<file path="src/rtl/param_serializer.sv">
// Parallel-in, serial-out shifter with valid/ready load and serial handshakes.
// A word is captured in IDLE, then emitted one bit per accepted beat in SHIFT.
// All outputs come straight from flops; the next-state logic is computed once
// and registered together with the decoded outputs.
module param_serializer #(
  parameter int N         = 4,
  parameter int MSB_FIRST = 0
) (
  input  logic         clk,
  input  logic         rst,
  input  logic [N-1:0] d_param,
  input  logic         load_valid,
  output logic         load_ready,
  output logic         q_serial,
  output logic         q_valid,
  input  logic         ser_ready,
  output logic         q_last,
  output logic         done
);

  localparam int            CW       = (N > 1) ? $clog2(N) : 1;
  localparam logic [CW-1:0] CNT_LAST = CW'(N - 1);

  localparam logic [0:0] ST_IDLE  = 1'b0;
  localparam logic [0:0] ST_SHIFT = 1'b1;

  logic [0:0]    state_r;
  logic [0:0]    state_s;
  logic [N-1:0]  shift_r;
  logic [N-1:0]  shift_s;
  logic [CW-1:0] cnt_r;
  logic [CW-1:0] cnt_s;
  logic          done_s;

  logic          load_ready_r;
  logic          q_serial_r;
  logic          q_valid_r;
  logic          q_last_r;
  logic          done_r;

  // Bit presented at the output end of a shift-register image.
  function automatic logic out_bit(input logic [N-1:0] v);
    logic b;
    if (MSB_FIRST != 0) begin
      b = v[N-1];
    end else begin
      b = v[0];
    end
    return b;
  endfunction

  // Shift one position toward the output end.
  function automatic logic [N-1:0] shift_once(input logic [N-1:0] v);
    logic [N-1:0] r;
    if (MSB_FIRST != 0) begin
      r = v << 1'b1;
    end else begin
      r = v >> 1'b1;
    end
    return r;
  endfunction

  // Next-state logic: load capture in IDLE, bit transfers in SHIFT.
  always_comb begin
    state_s = state_r;
    shift_s = shift_r;
    cnt_s   = cnt_r;
    done_s  = 1'b0;
    case (state_r)
      ST_IDLE: begin
        // Gate with the registered ready so no word is taken in the
        // cycle right after reset, while load_ready is still low.
        if (load_valid && load_ready_r) begin
          state_s = ST_SHIFT;
          shift_s = d_param;
          cnt_s   = {CW{1'b0}};
        end else begin
          state_s = ST_IDLE;
        end
      end
      ST_SHIFT: begin
        // q_valid is always high in SHIFT, so ser_ready alone means transfer.
        if (ser_ready) begin
          shift_s = shift_once(shift_r);
          if (cnt_r == CNT_LAST) begin
            state_s = ST_IDLE;
            cnt_s   = {CW{1'b0}};
            done_s  = 1'b1;
          end else begin
            cnt_s   = cnt_r + 1'b1;
          end
        end else begin
          state_s = ST_SHIFT;
        end
      end
      default: begin
        state_s = ST_IDLE;
        shift_s = {N{1'b0}};
        cnt_s   = {CW{1'b0}};
      end
    endcase
  end

  // State and registered outputs, decoded from the next state.
  always_ff @(posedge clk) begin
    if (rst) begin
      state_r      <= ST_IDLE;
      shift_r      <= {N{1'b0}};
      cnt_r        <= {CW{1'b0}};
      load_ready_r <= 1'b0;
      q_serial_r   <= 1'b0;
      q_valid_r    <= 1'b0;
      q_last_r     <= 1'b0;
      done_r       <= 1'b0;
    end else begin
      state_r      <= state_s;
      shift_r      <= shift_s;
      cnt_r        <= cnt_s;
      load_ready_r <= (state_s == ST_IDLE);
      q_valid_r    <= (state_s == ST_SHIFT);
      q_serial_r   <= (state_s == ST_SHIFT) & out_bit(shift_s);
      q_last_r     <= (state_s == ST_SHIFT) && (cnt_s == CNT_LAST);
      done_r       <= done_s;
    end
  end

  assign load_ready = load_ready_r;
  assign q_serial   = q_serial_r;
  assign q_valid    = q_valid_r;
  assign q_last     = q_last_r;
  assign done       = done_r;

endmodule

</file>
<file path="config.mk">
export PLATFORM = sky130hd
export DESIGN_NAME = param_serializer
export DESIGN_NICKNAME = d
export VERILOG_FILES = /design/src/rtl/param_serializer.sv
export SDC_FILE = /design/constraint.sdc
export NUM_CORES = 1
export LEC_CHECK = 0
export BUFFER_PORTS_ARGS = -buffer_cell sky130_fd_sc_hd__buf_2
export CELL_PAD_IN_SITES_DETAIL_PLACEMENT = 2
export CELL_PAD_IN_SITES_GLOBAL_PLACEMENT = 2
export CORE_MARGIN = 3
export CORE_UTILIZATION = 30
export CTS_CLUSTER_SIZE = 8
export DETAILED_ROUTE_END_ITERATION = 7
export HOLD_SLACK_MARGIN = 0.08
export PLACE_DENSITY = 0.73
export SLEW_MARGIN = 30
export SYNTH_ARGS = -nofsm -noshare
export SYNTH_HDL_FRONTEND = slang
export SYNTH_SLANG_ARGS = --single-unit
</file>
<file path="constraint.sdc">
create_clock -name clk -period 1.45 [get_ports clk]
set_input_delay 0.2175 -clock clk [delete_from_list [all_inputs] [get_ports clk]]
set_output_delay 0.2175 -clock clk [all_outputs]
set_load 0.02 [all_outputs]
</file>
==> results of run 1 <==
cell families after synthesis:
group	Yosys count	share of synthesized area, %
and+or+nand+nor	25	30.9
adders and majority gates	1	2.60
buffers and inverters	3	4.93
AOI/OAI and AO/OA	11	15.8
DFF	11	45.7
report_power, final:
group          total (µW)  switching [µW]  internal, µW
Combinational        78.1            44.1          34.1
Clock                 208             101           106
Sequential            332            16.3           315
Total                 617             161           456
layout by cell type (no fill, tap or decap), types with 2 or more instances in the layout:
| cell type | instances |
|---|---|
| buf_2 | 12 |
| dfxtp_1 | 11 |
| nand2_1 | 6 |
| nand3_1 | 6 |
| a21oi_1 | 5 |
| nor2_1 | 3 |
| nor2b_1 | 3 |
| clkbuf_4 | 3 |
| nor3b_1 | 2 |
| a32oi_1 | 2 |
registers in the layout, indices dropped and copies added (netlist names):
name and cells:
load_ready 1, q_last 1, q_valid 1, shift_r 4, done 1, q_serial 1
cnt_r 2
stage by stage:
step | util (%) | std cells | area (µm²) | power [µW] | hold WS, ps
after floorplan | - | 51 | 482 | 394 | 354
after global placement | 38.4 | 75 | 537 | 417 | 461
after detailed placement | 38.4 | 75 | 537 | 417 | 467
after CTS | 40.3 | 79 | 563 | 635 | 199
after global routing | 40.3 | 79 | 563 | 669 | 208
final | 40.3 | 79 | 563 | 617 | 208
metal layers:
metal	routed length, µm	part of all wire [%]
met5	0	0
met4	12	1.0
met3	70	6.1
met2	530	46
met1	536	47
worst paths after layout:
path	startpoint	to	slack, ps	cells past startpoint
max	q_valid$_SDFF_PP0_	q_valid	180	1
min	d_param[3]	shift_r[3]$_SDFFE_PP0P_	210	3
max reg2reg	q_valid$_SDFF_PP0_	q_serial$_SDFF_PP0_	190	3
min reg2reg	shift_r[2]$_SDFFE_PP0P_	shift_r[2]$_SDFFE_PP0P_	490	2
area by class of cell:
class / count / share of cell area (%)
clock buffer: 4 / 4.67
timing repair buffer: 12 / 10.7
tap: 15 / 3.33
multi-input combinational: 37 / 42.2
sequential: 11 / 39.1
==> impl_metrics.ini, run 1 <==
[clocking]
clkTransAtPathRegs_ps = 70
htreeDepth = 1
cts_tree = yes
cts_hold_buf = 0
clkSinkCount = 11
cts_root_buf = clkbuf_4
clock_latency_ps = 270
cts_made_buffers = 3
cts_resized = 0
post_cts_buffers = 0
cts_buffer_depth = 2

[grt]
antenna_found_initial = 0
grt_pass1_wl_mm = 1.90
met2_usage_pct = 19.8
grt_start_max_net_pins = 14
busiest_layer = met2
grt_pass1_vias = 414
grtUsageMet1_pct = 16.0
overflow = 0
grt_usage_pct = 13.3
grt_util_met3_pct = 5.86

[yosys]
postSynthAreaPerCell_um2 = 9.45
synth_ff_type = dfxtp_1
async_flop_share_pct = 0
synth_top_area_cell = dfxtp_1
yosysTopAreaCellShare_pct = 45.7
ys_ff_latch = 11
netlist_area_um2 = 482
yosysUniqueCellTypes = 21
synth_cells = 51
synth_nets = 60
yosysSeqAreaShare_pct = 45.7
ys_warn_count = 0
synth_edf_count = 0
synth_common_cells = 11 x dfxtp_1, 6 x nand2_1, 6 x nand3_1
synth_area_leaders = dfxtp_1 46%, nand3_1 6.2%, a21oi_1 5.2%
synth_most_common_cell = dfxtp_1

[floorplan]
die-height_um = 46.1
pin_count = 13
die_x_um = 46.1
start_util_pct = 34.4
core_um2 = 1400
core.rowCount = 13
die_area_um2 = 2120

[sta]
final-setup-viol-count = 0
tightestPinTransition_ps = 379
fin_ws_ps = 176
fin_crit_sh_pct = 87.9
final.min_clock_period_ps = 1270
finalMaxSlewViolations = 0
maxSlewHeadroom_pct = 74.7
fin_tns_setup_ps = 0
hold_violations = 0
clock_skew_ps = 0.783
fmaxAchievable_ghz = 0.785
grt_setup_unrepaired = false

[place]
gp_congestion = 0.678
dp_slack_ps = 210
numPortBuffers = 12
dp_hpwl_um = 858

[setup_path]
crit_type = reg -> out
start_kind = flop
worstPathRequired_ps = 1230
cp.buffers_inverters = 1
slowest_stage = dfxtp_1
critPathArrivalTime_ps = 1060
max_stage_delay_ps = 550
crit_path_max_fanout = 13
cp_cell_sequence = buf_2
cp-end-kind = primary output
critical_path.top_delay_family = flip-flops

[routing]
wl_mm = 1.15
wl_per_cell_um = 14.5
firstDrtPassIters = 2
routed_via_density = 5.23
ant_nets = 0
routed-via-count = 413
drc = 0
first_iter_violations = 2

[layout]
area_growth_pct = 16.9
fillers = 176
fin_nets = 74
drive_gt1_share_pct = 29.7
multi_input_area_um2 = 238
ff_latch_area_um2 = 220
diodes = 0

[run_status]
outcome = complete, no violations

[pwr]
power_density_nw_per_um2 = 1100
p_leak_uw = 0.000249
max-vdd-ir-drop_mv = 0.408

[job]
cap_violations = 0

[min_path]
min-delay-path-class = in -> reg
Note: power is estimated with default switching activity, not from simulation.
==> inputs of run 2 (changes only) <==
- GPL_TIMING_DRIVEN: default -> 0
==> run 2 against run 1 <==
Net effect:
- total power is 1.5% higher
- final cell count is 2.5% higher
- count of clock-buffer cells in the layout stayed put
- non-clock buffer count is 2 higher
- clock skew is 5.1 ps higher
- via count stayed put
- sequential power is 2% lower
- global-route usage is 0.77 points higher
- worst setup slack better by 76 ps
- sequential share of layout area is 1.3 points lower
- hold slack worse by 25 ps
==> impl_metrics.ini, run 2 (same netlist as run 1, synthesis figures left out) <==
[run_status]
outcome = complete, no violations

[layout]
regMostFlops = shift_r
largestRegisters = shift_r x4, cnt_r x2
area_growth_pct = 20.8
largest_reg_flops = 4
fin_util_pct = 41.6
layout_commonest_cell = buf_2
diodes = 0
layout_common_cells = 12 x buf_2, 11 x dfxtp_1, 6 x nand2_1, 6 x nand3_1, 5 x a21oi_1
fin_nets = 76
drive_gt1_share_pct = 31.8

[grt]
overflow = 0
grt_pass1_wl_mm = 1.95
met2_usage_pct = 20.6
busiest_layer = met2
grtUsageMet1_pct = 17.6
antenna_found_initial = 0
grt_usage_pct = 14.1
grt_start_max_net_pins = 11
grt_pass1_vias = 404
grt_util_met3_pct = 5.86

[pwr]
power_density_nw_per_um2 = 1080
max-vdd-ir-drop_mv = 0.617
p_leak_uw = 0.000260

[routing]
wl_mm = 1.25
routed-via-count = 413
routed_via_density = 5.10
wl_per_cell_um = 15.4
ant_nets = 0
firstDrtPassIters = 3
first_iter_violations = 5
drc = 0

[setup_path]
worstPathRequired_ps = 1650
max_stage_delay_ps = 340
slowest_stage = dfxtp_1
cp.buffers_inverters = 0
r2r_start = cnt_r[0]$_SDFF_PP0_
crit_path_max_fanout = 4
critPathArrivalTime_ps = 1390
startpoint = cnt_r[0]$_SDFF_PP0_
crit_type = reg -> reg
worst-r2r-setup-slack_ps = 250
cp_cell_sequence = ha_1 > nor3b_1 > o21ai_1 > a21oi_1
cp-end-kind = flop
start_kind = flop
critical_path.top_delay_family = compound AO/OA/AOI/OAI gates

[floorplan]
die-height_um = 46.1
core_um2 = 1400
die_x_um = 46.1
start_util_pct = 34.4
die_area_um2 = 2120
core.rowCount = 13
pin_count = 13

[sta]
tightestPinTransition_ps = 305
fin_crit_sh_pct = 82.7
final-setup-viol-count = 0
final.min_clock_period_ps = 1200
fmaxAchievable_ghz = 0.834
fin_tns_setup_ps = 0
grt_setup_unrepaired = false
maxSlewHeadroom_pct = 79.5
finalMaxSlewViolations = 0
hold_violations = 0
clock_skew_ps = 5.90

[clocking]
cts_root_buf = clkbuf_4
cts_tree = yes
clock_latency_ps = 270
cts_buffer_depth = 2
clkTransAtPathRegs_ps = 70
cts_hold_buf = 0
cts_resized = 0
cts_made_buffers = 3
htreeDepth = 1
clkSinkCount = 11
post_cts_buffers = 0

[place]
gp_congestion = 0.627
numPortBuffers = 11

[min_path]
min-delay-path-class = in -> reg
min_from = d_param[3]

[job]
cap_violations = 0
[run 2: per-layer routing]
metal / part of all wire [%] / up-vias / routed length [µm]
met3: 4.6 / 0 / 58
met1: 49 / 191 / 610
li1: - / 213 / -
met4: 0 / 0 / 0
met5: 0 / - / 0
met2: 46 / 9 / 580
[run 2: tightest hold or removal path: stages]
cell and delay [ps]:
buf_2 90, nand2_1 40, a21oi_1 50
[run 2: layout make-up]
| type | count | area [µm²] |
|---|---|---|
| well taps | 15 | 18.8 |
| fillers | 171 | 817 |
| multi-input cells | 37 | 238 |
| repair buffers | 11 | 55.1 |
| plain buffers | 3 | 23.8 |
| clock buffers | 4 | 26.3 |
| flip-flops and latches | 11 | 220 |
[run 2: worst paths after layout]
kind | end | cells past startpoint
worst max-delay path | q_last$_SDFF_PP0_ | 4
worst min-delay path | shift_r[3]$_SDFFE_PP0P_ | 3
worst max register to register | q_last$_SDFF_PP0_ | 4
worst min register to register | shift_r[1]$_SDFFE_PP0P_ | 2
[run 2: stage by stage]
stage / cells / cell area, µm² / setup slack, ps / power [µW] / hold WS (ps)
floorplan: 51 / 482 / 358 / 394 / 354
global placement: 77 / 556 / 367 / 423 / 462
detailed placement: 77 / 556 / 357 / 425 / 467
CTS: 81 / 582 / 229 / 643 / 177
global route: 81 / 582 / 163 / 678 / 169
finish: 81 / 582 / 251 / 627 / 183
[run 2: where the power goes]
| part | internal, µW | switching (µW) |
|---|---|---|
| clock | 107 | 103 |
| sequential | 315 | 11.2 |
| combinational | 39.9 | 51.0 |
| total | 462 | 165 |
==> inputs of run 3 (changes only) <==
- CORE_UTILIZATION: 30 -> 28
- PLACE_DENSITY: 0.73 -> 0.69
- clock period: 1.45 -> 1.2 ns (I/O delays scaled with it)
==> run 3 against run 2 <==
Net effect:
- critical path depth unchanged
- core utilization down 4.2 points
- die area rose by 6.2%
- flip-flop and latch count unchanged
- hold slack worse by 42 ps
- register-to-register slack got worse by 150 ps
- global-route usage down 0.92 points
- first-iteration DRC count rose by 60%
- final cell count up 1.2%
- sequential share of layout area is 0.081 points lower
- via count increased by 5.3%
- design area grew 0.22%
- critical path type unchanged
- critical endpoint is now q_serial$_SDFF_PP0_
==> impl_metrics.ini, run 3 (same netlist as run 1, synthesis figures left out) <==
[routing]
ant_nets = 0
routed-via-count = 435
dr_wl_met2_um = 560
routed_via_density = 5.30
first_iter_violations = 8
wl_met1_um = 543
wl_per_cell_um = 14.4
wl_mm = 1.18
firstDrtPassIters = 2
drc = 0
wl_met3_um = 56
top_layer_used = met4

[min_path]
min_path_cells = 3
whs_endpoint = shift_r[3]$_SDFFE_PP0P_
min-delay-path-class = in -> reg
min_from = d_param[3]

[sta]
final-setup-viol-count = 0
tightestPinTransition_ps = 218
grt_setup_unrepaired = false
holdWs_ps = 141
final.min_clock_period_ps = 1090
fmaxAchievable_ghz = 0.913
maxSlewHeadroom_pct = 85.4
finalMaxSlewViolations = 0
clock_skew_ps = 7.85
hold_violations = 0
fin_tns_setup_ps = 0
fin_crit_sh_pct = 91.2

[setup_path]
reg2reg_depth = 4
critPathArrivalTime_ps = 1250
cp.buffers_inverters = 1
cp-end-kind = flop
regToRegEndpoint = q_serial$_SDFF_PP0_
max_stage_delay_ps = 330
critical_path.top_delay_family = flip-flops
r2r_start = q_valid$_SDFF_PP0_
worst-r2r-setup-slack_ps = 110
cp_cell_sequence = buf_6 > nand3b_4 > a211oi_2 > nor3_1
start_kind = flop
crit_type = reg -> reg
crit_path_max_fanout = 10
worstPathRequired_ps = 1360
slowest_stage = dfxtp_1

[clocking]
cts_buffer_depth = 2
cts_made_buffers = 3
cts_root_buf = clkbuf_4
cts_resized = 0
htreeDepth = 1
clkTransAtPathRegs_ps = 70
cts_tree = yes
clock_latency_ps = 280
clkSinkCount = 11
cts_hold_buf = 0
post_cts_buffers = 0

[grt]
grt_pass1_wl_mm = 2.02
grt_pass1_vias = 453
grt_start_max_net_pins = 11
overflow = 0
antenna_found_initial = 0
grt_usage_pct = 13.2

[floorplan]
die_x_um = 47.5
die_area_um2 = 2250
die-height_um = 47.5
core.rowCount = 14
start_util_pct = 30.9
pin_count = 13
core_um2 = 1560

[layout]
fin_nets = 76
fin_cells = 82
area_growth_pct = 21.0
largestRegisters = shift_r x4, cnt_r x2
drive_gt1_share_pct = 31.8
layout_common_cells = 12 x buf_2, 11 x dfxtp_1, 6 x nand2_1, 6 x nand3_1, 5 x a21oi_1
regMostFlops = shift_r
diodes = 0
layout_commonest_cell = buf_2
largest_reg_flops = 4

[place]
dp_hpwl_um = 867
numPortBuffers = 11
dp.cells = 78
gp_congestion = 0.659

[pwr]
p_leak_uw = 0.000259
max-vdd-ir-drop_mv = 0.591
power_density_nw_per_um2 = 1310
power_uw = 764

[job]
cap_violations = 0

[run_status]
outcome = complete, no violations
-- run 3: cell counts in the layout (fill, tap and decap cells not counted) --
No cell type changed its count.
-- run 3: worst min-delay path: stages --
cell	delay [ps]
buf_2	100
nand2_1	50
a21oi_1	50
-- run 3: how the worst max path moves through the flow --
stage,from,slack (ps),endpoint,cells past startpoint
2_1_floorplan,q_valid$_SDFF_PP0_,110,q_serial$_SDFF_PP0_,4
6_report,q_valid$_SDFF_PP0_,110,q_serial$_SDFF_PP0_,4
3_5_place_dp,q_valid$_SDFF_PP0_,110,q_serial$_SDFF_PP0_,4
5_1_grt,cnt_r[0]$_SDFF_PP0_,3,load_ready$_SDFF_PP0_,4
4_1_cts,q_valid$_SDFF_PP0_,100,q_serial$_SDFF_PP0_,4
3_3_place_gp,q_valid$_SDFF_PP0_,120,q_serial$_SDFF_PP0_,4
-- run 3: stage by stage --
stage	utilization, %	instance area, µm²	setup slack (ps)
after floorplan	-	482	108
after global placement	35.7	557	124
after detailed placement	35.7	557	115
after CTS	37.4	583	95.5
after global routing	37.4	583	2.64
final	37.4	583	105
-- run 3: report_power, final --
group	switching, µW	leakage, µW	internal (µW)
sequential	12.6	0.0000895	381
combinational	62.2	0.000155	48.6
clock	131	0.0000150	129
total	206	0.000259	559
-- run 3: final cells by class --
class	count	area (µm²)
Fill cell	187	976
Multi-Input combinational cell	37	238
Sequential cell	11	220
Timing Repair Buffer	11	55.1
Clock buffer	4	26.3
Buffer	3	23.8
Tap cell	16	20.0
-- run 3: routing by layer --
metal  GRT usage (%)  vias up
li1                -      212
met1            16.2      211
met3            4.51        4
met5               0        -
met4            6.63        0
met2            20.3        8
